### src/rtl/pc_gen_if.sv
// Fetch-stage bundle between the front-end controller (master) and the PC generator (slave).
interface pc_gen_if #(
  parameter int unsigned WIDTH = 32
);
  logic             stall;
  logic [1:0]       pc_src;
  logic [WIDTH-1:0] ImmOp;
  logic [WIDTH-1:0] rs1_val;
  logic [WIDTH-1:0] PC;
  logic [WIDTH-1:0] pc_inc;
  logic             redirect_pending;
  logic             misaligned;
  logic [WIDTH-1:0] fault_pc;

  modport master (
    output stall, pc_src, ImmOp, rs1_val,
    input  PC, pc_inc, redirect_pending, misaligned, fault_pc
  );

  modport slave (
    input  stall, pc_src, ImmOp, rs1_val,
    output PC, pc_inc, redirect_pending, misaligned, fault_pc
  );
endinterface

### src/rtl/pc_gen.sv
// Program-counter generator: sequential/branch/jalr/trap selection, stall with one-entry
// redirect buffer, and misaligned-target trapping with fault-PC capture.
module pc_gen #(
  parameter int unsigned    WIDTH        = 32,
  parameter logic [WIDTH-1:0] RESET_VECTOR = 32'h0000_0000,
  parameter logic [WIDTH-1:0] TRAP_VECTOR  = 32'h0000_0100,
  parameter int unsigned    INC          = 4
) (
  input logic     clk,
  input logic     rst,
  pc_gen_if.slave bus
);

  localparam logic [1:0] SrcSeq  = 2'b00;
  localparam logic [1:0] SrcBr   = 2'b01;
  localparam logic [1:0] SrcJalr = 2'b10;
  localparam logic [1:0] SrcTrap = 2'b11;

  logic [WIDTH-1:0] pc_q, pc_d;
  logic [WIDTH-1:0] pend_tgt_q, pend_tgt_d;
  logic             pend_q, pend_d;
  logic             pend_fault_q, pend_fault_d;
  logic             mis_q, mis_d;
  logic [WIDTH-1:0] fault_pc_q, fault_pc_d;

  logic [WIDTH-1:0] seq_tgt, br_tgt, jr_sum, jr_tgt, tgt, resolved_tgt;
  logic             tgt_mis, redirect;

  always_comb begin
    seq_tgt = pc_q + WIDTH'(INC);
    br_tgt  = pc_q + bus.ImmOp;
    jr_sum  = bus.rs1_val + bus.ImmOp;
    jr_tgt  = {jr_sum[WIDTH-1:1], 1'b0};
    tgt     = seq_tgt;
    unique case (bus.pc_src)
      SrcSeq:  tgt = seq_tgt;
      SrcBr:   tgt = br_tgt;
      SrcJalr: tgt = jr_tgt;
      SrcTrap: tgt = TRAP_VECTOR;
      default: tgt = seq_tgt;
    endcase
    tgt_mis      = ((bus.pc_src == SrcBr) || (bus.pc_src == SrcJalr)) && (tgt[1:0] != 2'b00);
    resolved_tgt = tgt_mis ? TRAP_VECTOR : tgt;
    redirect     = (bus.pc_src != SrcSeq);
  end

  always_comb begin
    pc_d         = pc_q;
    pend_d       = pend_q;
    pend_tgt_d   = pend_tgt_q;
    pend_fault_d = pend_fault_q;
    mis_d        = 1'b0;
    fault_pc_d   = fault_pc_q;
    if (bus.stall) begin
      if (redirect && !pend_q) begin
        pend_d       = 1'b1;
        pend_tgt_d   = resolved_tgt;
        pend_fault_d = tgt_mis;
        if (tgt_mis) begin
          fault_pc_d = pc_q;
        end
      end else if (pend_q && (bus.pc_src == SrcTrap)) begin
        // A trap always supersedes whatever redirect is buffered.
        pend_tgt_d   = TRAP_VECTOR;
        pend_fault_d = 1'b0;
      end
    end else if (pend_q) begin
      pc_d         = (bus.pc_src == SrcTrap) ? TRAP_VECTOR : pend_tgt_q;
      pend_d       = 1'b0;
      pend_fault_d = 1'b0;
      mis_d        = pend_fault_q;
    end else begin
      pc_d = resolved_tgt;
      if (tgt_mis) begin
        mis_d      = 1'b1;
        fault_pc_d = pc_q;
      end
    end
  end

  always_ff @(posedge clk) begin
    if (rst) begin
      pc_q         <= RESET_VECTOR;
      pend_q       <= 1'b0;
      pend_tgt_q   <= '0;
      pend_fault_q <= 1'b0;
      mis_q        <= 1'b0;
      fault_pc_q   <= '0;
    end else begin
      pc_q         <= pc_d;
      pend_q       <= pend_d;
      pend_tgt_q   <= pend_tgt_d;
      pend_fault_q <= pend_fault_d;
      mis_q        <= mis_d;
      fault_pc_q   <= fault_pc_d;
    end
  end

  assign bus.PC               = pc_q;
  assign bus.pc_inc           = seq_tgt;
  assign bus.redirect_pending = pend_q;
  assign bus.misaligned       = mis_q;
  assign bus.fault_pc         = fault_pc_q;

endmodule

### src/flat_wrapper.sv
// flat-port wrapper written by rule: the top's interface ports become plain ports
module pc_gen_flat 
#(
  parameter int unsigned    WIDTH        = 32,
  parameter logic [WIDTH-1:0] RESET_VECTOR = 32'h0000_0000,
  parameter logic [WIDTH-1:0] TRAP_VECTOR  = 32'h0000_0100,
  parameter int unsigned    INC          = 4
)
  (clk, rst, bus_stall, bus_pc_src, bus_ImmOp, bus_rs1_val, bus_PC, bus_pc_inc, bus_redirect_pending, bus_misaligned, bus_fault_pc);
  pc_gen_if #(.WIDTH(WIDTH)) bus_i ();
  input logic clk;
  input logic rst;
  input wire logic [$bits(bus_i.stall)-1:0] bus_stall;
  input wire logic [$bits(bus_i.pc_src)-1:0] bus_pc_src;
  input wire logic [$bits(bus_i.ImmOp)-1:0] bus_ImmOp;
  input wire logic [$bits(bus_i.rs1_val)-1:0] bus_rs1_val;
  output wire logic [$bits(bus_i.PC)-1:0] bus_PC;
  output wire logic [$bits(bus_i.pc_inc)-1:0] bus_pc_inc;
  output wire logic [$bits(bus_i.redirect_pending)-1:0] bus_redirect_pending;
  output wire logic [$bits(bus_i.misaligned)-1:0] bus_misaligned;
  output wire logic [$bits(bus_i.fault_pc)-1:0] bus_fault_pc;
  assign bus_i.stall = bus_stall;
  assign bus_i.pc_src = bus_pc_src;
  assign bus_i.ImmOp = bus_ImmOp;
  assign bus_i.rs1_val = bus_rs1_val;
  assign bus_PC = bus_i.PC;
  assign bus_pc_inc = bus_i.pc_inc;
  assign bus_redirect_pending = bus_i.redirect_pending;
  assign bus_misaligned = bus_i.misaligned;
  assign bus_fault_pc = bus_i.fault_pc;
  pc_gen #(.WIDTH(WIDTH), .RESET_VECTOR(RESET_VECTOR), .TRAP_VECTOR(TRAP_VECTOR), .INC(INC)) u_core (.clk(clk), .rst(rst), .bus(bus_i));
endmodule
### config.mk
export PLATFORM = sky130hd
export DESIGN_NAME = pc_gen_flat
export DESIGN_NICKNAME = d
export VERILOG_FILES = /design/src/rtl/pc_gen_if.sv /design/src/rtl/pc_gen.sv /design/src/flat_wrapper.sv
export SDC_FILE = /design/constraint.sdc
export NUM_CORES = 1
export LEC_CHECK = 0
export CAP_MARGIN = 0
export CORE_MARGIN = 10
export CORE_UTILIZATION = 30
export DETAILED_ROUTE_END_ITERATION = 7
export PLACE_DENSITY = 0.6
export SLEW_MARGIN = 15
export SYNTH_ARGS = -nofsm -noshare
export SYNTH_HDL_FRONTEND = slang
export SYNTH_SLANG_ARGS = --single-unit
export TNS_END_PERCENT = 20
### constraint.sdc
create_clock -name clk -period 8.2 [get_ports clk]
set_clock_uncertainty 0.2 [all_clocks]
set_input_delay 1.64 -clock clk [delete_from_list [all_inputs] [get_ports clk]]
set_output_delay 1.64 -clock clk [all_outputs]
set_load 0.05 [all_outputs]
* Word-level counts from Yosys, hierarchy flattened
Index checks and enable logic that the tools add are counted.
** Operators by class
- Add/subtract/negate cells :: 3
- Reductions and logical operators :: 15
- Equality and inequality tests :: 6
- Bitwise logic cells :: 1
- Muxes and demuxes :: 16
** Operators by type and width (number)
- $mux W32 :: 9
- $pmux W32 S4 :: 1
- $add A32 B32 Y32 :: 2
- $add A32 B3 Y32 const B :: 1
- $reduce_bool A2 Y1 :: 4
- $mux W1 :: 6
- $reduce_and A2 Y1 :: 3
- $eq A2 B2 Y1 const B :: 2
- $reduce_or A2 Y1 :: 2
- $logic_and A1 B1 Y1 :: 3
- $ne A3 B1 Y1 const B :: 1
- $eq A2 B1 Y1 const B :: 1
- $logic_not A2 Y1 :: 1
- $ne A2 B1 Y1 const B :: 1
- $ne A2 B2 Y1 const B :: 1
- $logic_not A1 Y1 :: 1
- $logic_or A1 B1 Y1 :: 1
- $not A1 Y1 :: 1
** Word-level totals
- Input port bits :: 69
- Register bits after elaboration :: 99

* Logic depth before layout (Yosys ltp)
Gate-level depths: netlist of the first run.
- Depth after elaboration :: 7
- Gate-level depth with buffers :: 13

* Worst setup path before layout of the first run
OpenSTA, ideal clock, no wires.
- Path kind :: flip-flop to output port
- Start point :: register u_core.pc_q[3], in the netlist u_core.bus.PC[3]
- End point :: output bus_pc_inc[28]
- Data required time :: 6.360 ns
- Path slack :: 3.367 ns
- Buffers on the path :: 0
- Cell stages (with the launch flop) :: 8
- Arrival :: 2.993 ns
- Cells stage by stage :: dfxtp_1 -> ha_1 -> nand4_1 -> nor3_1 -> and3_1 -> nand4_1 -> nor3_1 -> xor2_1
** Between the ends
- Word-level cells in the longest chain between the ends :: 1
** Ends and longest elaborated chain
- start, declared :: line pc_gen.sv:19 : logic [WIDTH-1:0] pc_q, pc_d;
- start signal, assigned :: line pc_gen.sv:90 : pc_q <= pc_d;
- $add A32 B3 Y32 :: line pc_gen.sv:30 : seq_tgt = pc_q + WIDTH'(INC);
- end, declared :: line flat_wrapper.sv:18 : output wire logic [$bits(bus_i.pc_inc)-1:0] bus_pc_inc;
No other way between the ends.

* Worst setup path after layout of the first run
- Start point :: register u_core.pc_q[2], in the netlist u_core.bus.PC[2]
- End point :: output bus_pc_inc[30]
Same word-level chain as after synthesis.

==> run metrics, run 1 <==
CP max FO 7; GR Util All Layers 0.169; Cells after Synth 1,033; diode count 0; Final WS setup 2.59 ns; TritonRoute pass-1 iters 5; Post-CTS Hold Fix Bufs 0; total negative setup slack 0 ns; CTS clk-pin slew, worst paths 0.07 ns; Worst-Margin Slew 1.05 ns; grt total ovfl 0; number of synthesized flops with an enable pin 0; Yosys reg bits 99; register area 1980 µm²; maxcap violations 0; I/O Pins 167; Worst VDD drop 98.3 µV; Rel. slew slack 0.295; largest buffer count on any clock path 2; Port Buffers 166; area of the die 33,800 µm²; DP Worst Slack 2.58 ns; Final min period 5.61 ns; Core ar. 26,200 µm²; post-CTS sizing 0; H-tree lvl count 3; worst skew pair latency 0.35 ns; r2r worst-path depth 12; leakage 4.20 nW; vias in the first global route 8,073; antenna violations before repair 0; Tcrit/Tclk final 0.685; Peak Freq 178 MHz; endpoints failing hold 0; CTS tree built; Hold WC Path Type flip-flop to flip-flop; asr flop ratio synth 0; largest net degree at the start of global routing 84; fill count 2,710; first-pass GRT wire length 45.6 mm; multi-input logic area 5760 µm²; r2r startpoint u_core.bus.PC[0]$_SDFFE_PP0N_; Site Rows 59; Detailed Place HPWL 23.2 mm; gpl congestion 0.881; Synth cell types 70; flop-to-flop setup slack 4.48 ns; CTS Buf Count 9; status finished, final reports clean; Post-Route WL 29.5 mm; critical path arrival 3.77 ns; Power Total 1.66 mW; Worst EP required 6.36 ns; worst setup path startpoint u_core.bus.PC[2]$_SDFFE_PP0N_; Post-Syn Area per Cell 7.79 µm²; Syn Nets 1,170; Cell Area, Synth 8050 µm²; DR DRC count 0; Vias/cell 5.51; final core occ 0.395; Post-CTS Setup Bufs 0; # setup viols final 0; top_reg_cell synth dfxtp_1; detailed-route wire length per cell 19.5 µm; pwr dens 160 nW/µm²; CP Class flip-flop to output port; critical path endpoint category output port; total number of yosys warnings 0; Final ANT Viol Nets 0; CP startpoint kind flip-flop; nets 1,305; initial core utilization 0.307; First DRT Iteration DRCs 635; Sink Count 99; Die Wd 184 µm; crit path capture bus_pc_inc[30]; CTS Root Cell clkbuf_16; Layout Area Growth over Synthesis 28.6%; Final Max Slew Viols 0; layout cells sized above 1 0.0350; RSZ-0062 raised after global routing false; Die Height 184 µm; vias 8,308; sequential fraction of the synthesis area 0.246; reg2reg end u_core.bus.PC[25]$_SDFFE_PP0N_
worst min path at each step:
stage | from | endpoint | depth (start not counted)
2_1_floorplan | u_core.pend_tgt_q[13]$_SDFFE_PP0P_ | u_core.pend_tgt_q[13]$_SDFFE_PP0P_ | 2
3_3_place_gp | u_core.pend_tgt_q[23]$_SDFFE_PP0P_ | u_core.pend_tgt_q[23]$_SDFFE_PP0P_ | 2
3_5_place_dp | u_core.pend_tgt_q[23]$_SDFFE_PP0P_ | u_core.pend_tgt_q[23]$_SDFFE_PP0P_ | 2
4_1_cts | u_core.pend_tgt_q[4]$_SDFFE_PP0P_ | u_core.bus.PC[4]$_SDFFE_PP0N_ | 2
5_1_grt | u_core.pend_tgt_q[21]$_SDFFE_PP0P_ | u_core.pend_tgt_q[21]$_SDFFE_PP0P_ | 2
6_report | u_core.pend_tgt_q[5]$_SDFFE_PP0P_ | u_core.bus.PC[5]$_SDFFE_PP0N_ | 2
flip-flops by register name, summed over array words and instances, names as in the netlist:
| name | count |
|---|---|
| u_core.bus.fault_pc | 32 |
| u_core.bus.redirect_pending | 1 |
| u_core.pend_tgt_q | 32 |
| u_core.bus.misaligned | 1 |
| u_core.bus.PC | 32 |
| u_core.pend_fault_q | 1 |
per-layer routing:
layer | GRT usage | share of wire
met5 | 0 | 0
met4 | 0.0302 | 0.012
met3 | 0.0397 | 0.066
met2 | 0.298 | 0.50
met1 | 0.204 | 0.42
cell usage after synthesis (all sizes together) (23+ instances only):
library cell / n / area, µm²
mux2i: 35 / 350
clkbuf: 42 / 158
inv: 26 / 97.6
a21oi: 86 / 430
dfxtp: 99 / 1980
o21ai: 61 / 305
nor3: 27 / 135
xnor2: 50 / 438
nor2: 116 / 435
a21o: 23 / 173
xor2: 32 / 280
ha: 66 / 826
nand3: 25 / 125
nand2: 85 / 319
a22oi: 36 / 270
power breakdown:
group          internal (mW)  switching [mW]  total (mW)
sequential             0.505          0.0369       0.541
combinational          0.235           0.366       0.601
clock                  0.329           0.186       0.515
metrics by stage:
step | hold slack, ns | cell area, µm² | cells
5_1_grt | 0.279 | 10400 | 1508
3_3_place_gp | 0.236 | 9990 | 1492
3_5_place_dp | 0.243 | 9990 | 1492
2_1_floorplan | 0.226 | 8050 | 1033
6_report | 0.256 | 10400 | 1508
4_1_cts | 0.254 | 10400 | 1508
kinds of logic (layout without fill, tap and decap cells):
logic type,after synthesis,in the layout,synth area share
multiplexers,35,35,0.0435
adder cells (fa/ha/maj),68,68,0.108
buffers and inverters,79,219,0.0385
AO/OA/AOI/OAI,344,344,0.289
flip-flops,99,99,0.246
XOR/XNOR,82,82,0.0892
AND/OR/NAND/NOR,326,326,0.186
layout by cell type, fill, tap and decap left out, types with 13 or more instances in the layout:
| cell type | synthesis | layout |
|---|---|---|
| o21ai_0 | 59 | 59 |
| and3_1 | 14 | 14 |
| nor2_1 | 116 | 116 |
| clkdlybuf4s50_1 | 0 | 165 |
| a211oi_1 | 16 | 16 |
| nand2_1 | 85 | 84 |
| xnor2_1 | 50 | 50 |
| o22ai_1 | 16 | 16 |
| a21oi_1 | 86 | 85 |
| inv_1 | 26 | 26 |
| ha_1 | 66 | 66 |
| nor3_1 | 27 | 27 |
| nand3_1 | 25 | 25 |
| mux2i_1 | 35 | 35 |
| a22oi_1 | 36 | 36 |
| a21o_1 | 23 | 23 |
| xor2_1 | 32 | 32 |
| a221oi_1 | 13 | 13 |
| dfxtp_1 | 99 | 99 |
area by class of cell:
class | instances | area share
multi-input cells | 855 | 0.557
flip-flops and latches | 99 | 0.191
clock buffers | 11 | 0.0225
repair buffers | 175 | 0.167
well taps | 335 | 0.0405
clock inverters | 5 | 0.0121
inverters | 28 | 0.0102
worst max-delay path, stage by stage, from the launching register on:
cell	delay [ns]
dfxtp_1	0.49
ha_1	0.26
nand4_1	0.20
nor3_1	0.53
and3_1	0.34
nand4_1	0.24
nor3_1	0.27
xor2_1	0.24
clkdlybuf4s50_1	0.85
Power figures use the tool's default switching activity.
==> run 2: changes to the inputs <==
clock period = 5.8 ns   (was 8.2 ns; I/O delays follow)
==> run 2 against run 1 <==
Sequential cell count is the same; clock power grew 30%; setup slack lost 2.0 ns; combinational power grew 42%; global-route usage grew 0.48 points; die area is the same; critical path depth is the same; sequential share of layout area is essentially flat; non-clock buffer count grew 3; register-to-register slack lost 2.3 ns; clock-buffer cell count shrank 1; first-iteration DRC count grew 16%; critical endpoint is now bus_pc_inc[28].
==> run metrics, run 2 (synthesis results as in run 1) <==
status finished, final reports clean; Post-Route WL 30.1 mm (+2.3%); Hold WC Path Type flip-flop to flip-flop; part of the power in registers 0.334 (+0.007); Layout Area Growth over Synthesis 28.5% (about the same); Worst VDD drop 116 µV (+18%); Net Sw Frac 0.372 (+0.0171); CTS tree built; met2 Track Usage GR 0.297 (-0.00147); area of the die 33,800 µm² (unchanged); CTS Root Cell clkbuf_16; leakage 4.19 nW (-0.12%); RSZ-0062 raised after global routing false; post-CTS sizing 0 (unchanged); sw power 0.852 mW (+45%); final core occ 0.395 (about the same); grt total ovfl 0 (unchanged); I/O Pins 167 (unchanged); Comb pwr share 0.373 (+0.010); Die Wd 184 µm (unchanged); Int Pwr 1.44 mW (+34%); # setup viols final 0 (unchanged); Die Height 184 µm (unchanged); gpl congestion 0.895 (+1.7%); antenna violations before repair 1 (+1); Port Buffers 166 (unchanged); GR Util met3 0.0417 (+0.00198); largest net degree at the start of global routing 70 (-17%); First DRT Iteration DRCs 736 (+16%); DR DRC count 0 (unchanged); Final ANT Viol Nets 0 (unchanged); CTS Buf Count 9 (unchanged); CP max FO 7 (unchanged); Post-CTS Hold Fix Bufs 0 (unchanged); Worst-Margin Slew 1.07 ns (+0.0146 ns); Site Rows 59 (unchanged); Peak Freq 191 MHz; largest buffer count on any clock path 2 (unchanged); Vias/cell 5.55 (+0.81%); TritonRoute pass-1 iters 5 (unchanged); CP startpoint kind flip-flop; met1 Use GR 0.215 (+0.0107); critical path endpoint category output port; endpoints failing hold 0 (unchanged); total negative setup slack 0 ns (unchanged); Rel. slew slack 0.270 (-0.0257); diode count 0 (unchanged); detailed-route wire length per cell 20.0 µm (+2.1%); most frequent cells in the layout 165 x clkdlybuf4s50_1, 116 x nor2_1, 99 x dfxtp_1; Final min period 5.24 ns; H-tree lvl count 3 (unchanged); critical path arrival 3.88 ns (+0.11 ns); initial core utilization 0.307 (unchanged); Detailed Place HPWL 23.7 mm (+2.2%); CTS clk-pin slew, worst paths 0.07 ns (about the same); Post-CTS Setup Bufs 0 (unchanged); pwr dens 221 nW/µm² (+38%); layout cells sized above 1 0.0391 (+0.00416); Sink Count 99 (unchanged); first-pass GRT wire length 46.6 mm (+2.2%); commonest non-fill, non-tap cell in the layout clkdlybuf4s50_1; maxcap violations 0 (unchanged); nets 1,308 (+0.23%); part of the power in the clock network 0.293 (-0.018); Core ar. 26,200 µm² (unchanged); vias 8,392 (+1.0%); Most Crowded Layer GR met2; Tcrit/Tclk final 0.904; Final Max Slew Viols 0 (unchanged); GR Util All Layers 0.173 (+0.00483); CP Class flip-flop to output port; worst skew pair latency 0.36 ns (about the same); vias in the first global route 8,191 (+1.5%); Worst EP required 4.44 ns (-1.92 ns)
[run 2: cell count changes in the layout (fill, tap and decap cells not counted), sizes merged]
| cell | previous run | this run |
|---|---|---|
| buf | 10 | 13 |
| bufinv | 4 | 2 |
| clkbuf | 11 | 10 |
| clkinv | 3 | 4 |
| clkinvlp | 0 | 2 |
[run 2: worst max-delay path: stages (launching register included)]
cell	delay [ns]
dfxtp_1	0.51
ha_1	0.27
nand4_1	0.24
nor3_1	0.53
and3_1	0.33
nand4_1	0.26
nor3_1	0.28
xor2_1	0.25
clkdlybuf4s50_1	0.85
[run 2: final cells by class]
class                      instances  area, µm²
fill                            2708      15900
clock inverter                     6       88.8
tap                              335        419
sequential                        99       1980
timing repair buffer             178       1750
clock buffer                      10        239
multi-input combinational        855       5760
inverter                          28        105
[run 2: worst paths after layout]
check                                     startpoint                                 end  slack, ns  cells past startpoint
hold / removal    u_core.pend_tgt_q[24]$_SDFFE_PP0P_  u_core.pend_tgt_q[24]$_SDFFE_PP0P_       0.25                      2
hold reg to reg   u_core.pend_tgt_q[24]$_SDFFE_PP0P_  u_core.pend_tgt_q[24]$_SDFFE_PP0P_       0.25                      2
setup / recovery       u_core.bus.PC[3]$_SDFFE_PP0N_                      bus_pc_inc[28]       0.56                      8
setup reg to reg      u_core.bus.PC[12]$_SDFFE_PP0N_      u_core.bus.PC[24]$_SDFFE_PP0N_       2.16                     10
[run 2: per-layer routing]
layer	wire, µm	up-vias
li1	-	4109
met1	12800	3960
met2	14700	287
met3	2140	34
met4	543	2
met5	12	-
[run 2: power by group through the flow]
stage / registers (mW) / logic (mW) / clock network (mW)
after floorplan: 0.826 / 0.521 / 0
after global placement: 0.781 / 0.848 / 0
after detailed placement: 0.781 / 0.850 / 0
after CTS: 0.765 / 0.854 / 0.680
after global routing: 0.770 / 0.927 / 0.708
final: 0.765 / 0.854 / 0.670
[run 2: through the flow]
| stage | total power [mW] | setup WS (ns) | instance area, µm² | instances | hold slack [ns] |
|---|---|---|---|---|---|
| after global routing | 2.40 | 0.394 | 10300 | 1511 | 0.277 |
| after CTS | 2.30 | 0.549 | 10300 | 1511 | 0.251 |
| final | 2.29 | 0.556 | 10300 | 1511 | 0.253 |
| after floorplan | 1.35 | 1.45 | 8050 | 1033 | 0.226 |
| after detailed placement | 1.63 | 0.926 | 10000 | 1495 | 0.241 |
| after global placement | 1.63 | 0.856 | 10000 | 1495 | 0.237 |
==> run 3: changes to the inputs <==
CTS_BUF_LIST = sky130_fd_sc_hd__clkbuf_4   (was unset)
==> run 3 against run 2 <==
Power shrank 11%; via count shrank 0.11%; fmax shrank 3.1%; final cell count is the same; hold slack gained 0.0071 ns; global-route usage shrank 0.12 points; die area is the same; final area shrank 1.6%; sequential cell count is the same; sequential share of layout area grew 0.32 points; utilization shrank 0.64 points; first-iteration DRC count shrank 8.2%; largest cell class unchanged; largest power group unchanged; highest routed layer unchanged.
==> run metrics, run 3 (synthesis results as in run 1) <==
# setup viols final 0 (unchanged); post-CTS sizing 0 (unchanged); antenna violations before repair 1 (unchanged); Peak Freq 185 MHz (-3.1%); Port Buffers 166 (unchanged); H-tree lvl count 3 (unchanged); RSZ-0062 raised after global routing false; nets 1,308 (unchanged); Final Cell Area 10,200 µm² (-1.6%); endpoints failing hold 0 (unchanged); CTS clk-pin slew, worst paths 0.16 ns (+0.09 ns); Final min period 5.41 ns (+0.169 ns); Detailed Place HPWL 23.7 mm (unchanged); placed cell areas 10,000 µm² (unchanged); CP startpoint kind flip-flop; diode count 0 (unchanged); critical path endpoint category output port; GR Util All Layers 0.172 (-0.00116); leakage 4.12 nW (-1.8%); Post-CTS Hold Fix Bufs 0 (unchanged); Final WS setup 0.388 ns (-0.169 ns); CP Class flip-flop to output port; multi-input logic area 5760 µm² (unchanged); Post-CTS Setup Bufs 0 (unchanged); Die Wd 184 µm (unchanged); Worst VDD drop 100 µV (-14%); maxcap violations 0 (unchanged); vias in the first global route 8,181 (-0.12%); vias 8,383 (-0.11%); pwr dens 200 nW/µm² (-9.6%); worst skew pair latency 0.46 ns (+0.10 ns); Core ar. 26,200 µm² (unchanged); CTS Buf Count 9 (unchanged); initial core utilization 0.307 (unchanged); CTS tree built; grt total ovfl 0 (unchanged); Layout Area Growth over Synthesis 26.4%; DR DRC count 0 (unchanged); area of the die 33,800 µm² (unchanged); CP max FO 7 (unchanged); Rel. slew slack 0.249 (-0.0204); Vias/cell 5.55 (-0.11%); most frequent cells in the layout 165 x clkdlybuf4s50_1, 116 x nor2_1, 99 x dfxtp_1; Post-Route WL 30.0 mm (-0.37%); Hold Slack 0.260 ns (+0.00709 ns); CTS Root Cell clkbuf_4; Final Max Slew Viols 0 (unchanged); register area 1980 µm² (unchanged); First DRT Iteration DRCs 676 (-8.2%); layout cells sized above 1 0.0383 (-0.000850); fill count 2,733 (+0.92%); Tcrit/Tclk final 0.933 (+0.0291); Worst EP required 4.44 ns (about the same); status finished, final reports clean; final core occ 0.388 (-0.00640); I/O Pins 167 (unchanged); Hold WC Path Type flip-flop to flip-flop; TritonRoute pass-1 iters 6 (+1); Final ANT Viol Nets 0 (unchanged); critical path arrival 4.05 ns (+0.17 ns); Die Height 184 µm (unchanged); total negative setup slack 0 ns (unchanged); Site Rows 59 (unchanged); largest net degree at the start of global routing 70 (unchanged); first-pass GRT wire length 46.5 mm (-0.31%); Sink Count 99 (unchanged); largest buffer count on any clock path 2 (unchanged); detailed-route wire length per cell 19.9 µm (-0.37%); DP Worst Slack 0.926 ns (unchanged); gpl congestion 0.895 (unchanged); commonest non-fill, non-tap cell in the layout clkdlybuf4s50_1; Worst-Margin Slew 1.10 ns (+0.0299 ns)
-- run 3: cell count changes in the layout (fill, tap and decap cells not counted) --
cell / previous run / this run
clkbuf_16: 9 / 0
clkbuf_8: 1 / 0
clkinv_1: 2 / 3
clkbuf_4: 0 / 9
-- run 3: worst paths after layout --
| path | startpoint | endpoint | slack (ns) | depth (start not counted) |
|---|---|---|---|---|
| setup / recovery | u_core.bus.PC[3]$_SDFFE_PP0N_ | bus_pc_inc[28] | 0.39 | 8 |
| hold / removal | u_core.pend_tgt_q[24]$_SDFFE_PP0P_ | u_core.pend_tgt_q[24]$_SDFFE_PP0P_ | 0.26 | 2 |
| setup reg to reg | u_core.bus.PC[12]$_SDFFE_PP0N_ | u_core.bus.PC[24]$_SDFFE_PP0N_ | 2.16 | 10 |
| hold reg to reg | u_core.pend_tgt_q[24]$_SDFFE_PP0P_ | u_core.pend_tgt_q[24]$_SDFFE_PP0P_ | 0.26 | 2 |
-- run 3: worst max-delay path, cell delays in order, from the launching register on --
cell	delay [ns]
dfxtp_1	0.53
ha_1	0.27
nand4_1	0.25
nor3_1	0.55
and3_1	0.34
nand4_1	0.27
nor3_1	0.29
xor2_1	0.25
clkdlybuf4s50_1	0.85
-- run 3: final cells by class --
class / instances / area share
multi-input combinational: 855 / 0.566
timing repair buffer: 178 / 0.172
clock inverter: 7 / 0.00910
inverter: 28 / 0.0103
tap: 335 / 0.0412
clock buffer: 9 / 0.00664
sequential: 99 / 0.195
-- run 3: where the power goes --
group	switching, mW	total (mW)	internal (mW)	leakage [nW]
registers	0.0518	0.766	0.714	0.804
logic	0.522	0.855	0.333	3.23
clock network	0.242	0.415	0.173	0.0796
-- run 3: routing by layer --
| metal | routed length, µm | up-vias | track usage |
|---|---|---|---|
| li1 | - | 4111 | - |
| met1 | 12900 | 3947 | 0.215 |
| met2 | 14500 | 291 | 0.296 |
| met3 | 2030 | 32 | 0.0405 |
| met4 | 535 | 2 | 0.0344 |
| met5 | 12 | - | 0 |
-- run 3: per-stage QoR --
step           instances  total power, mW
6_report            1511             2.04
5_1_grt             1511             2.15
4_1_cts             1511             2.05
3_5_place_dp        1495             1.63
3_3_place_gp        1495             1.63
2_1_floorplan       1033             1.35
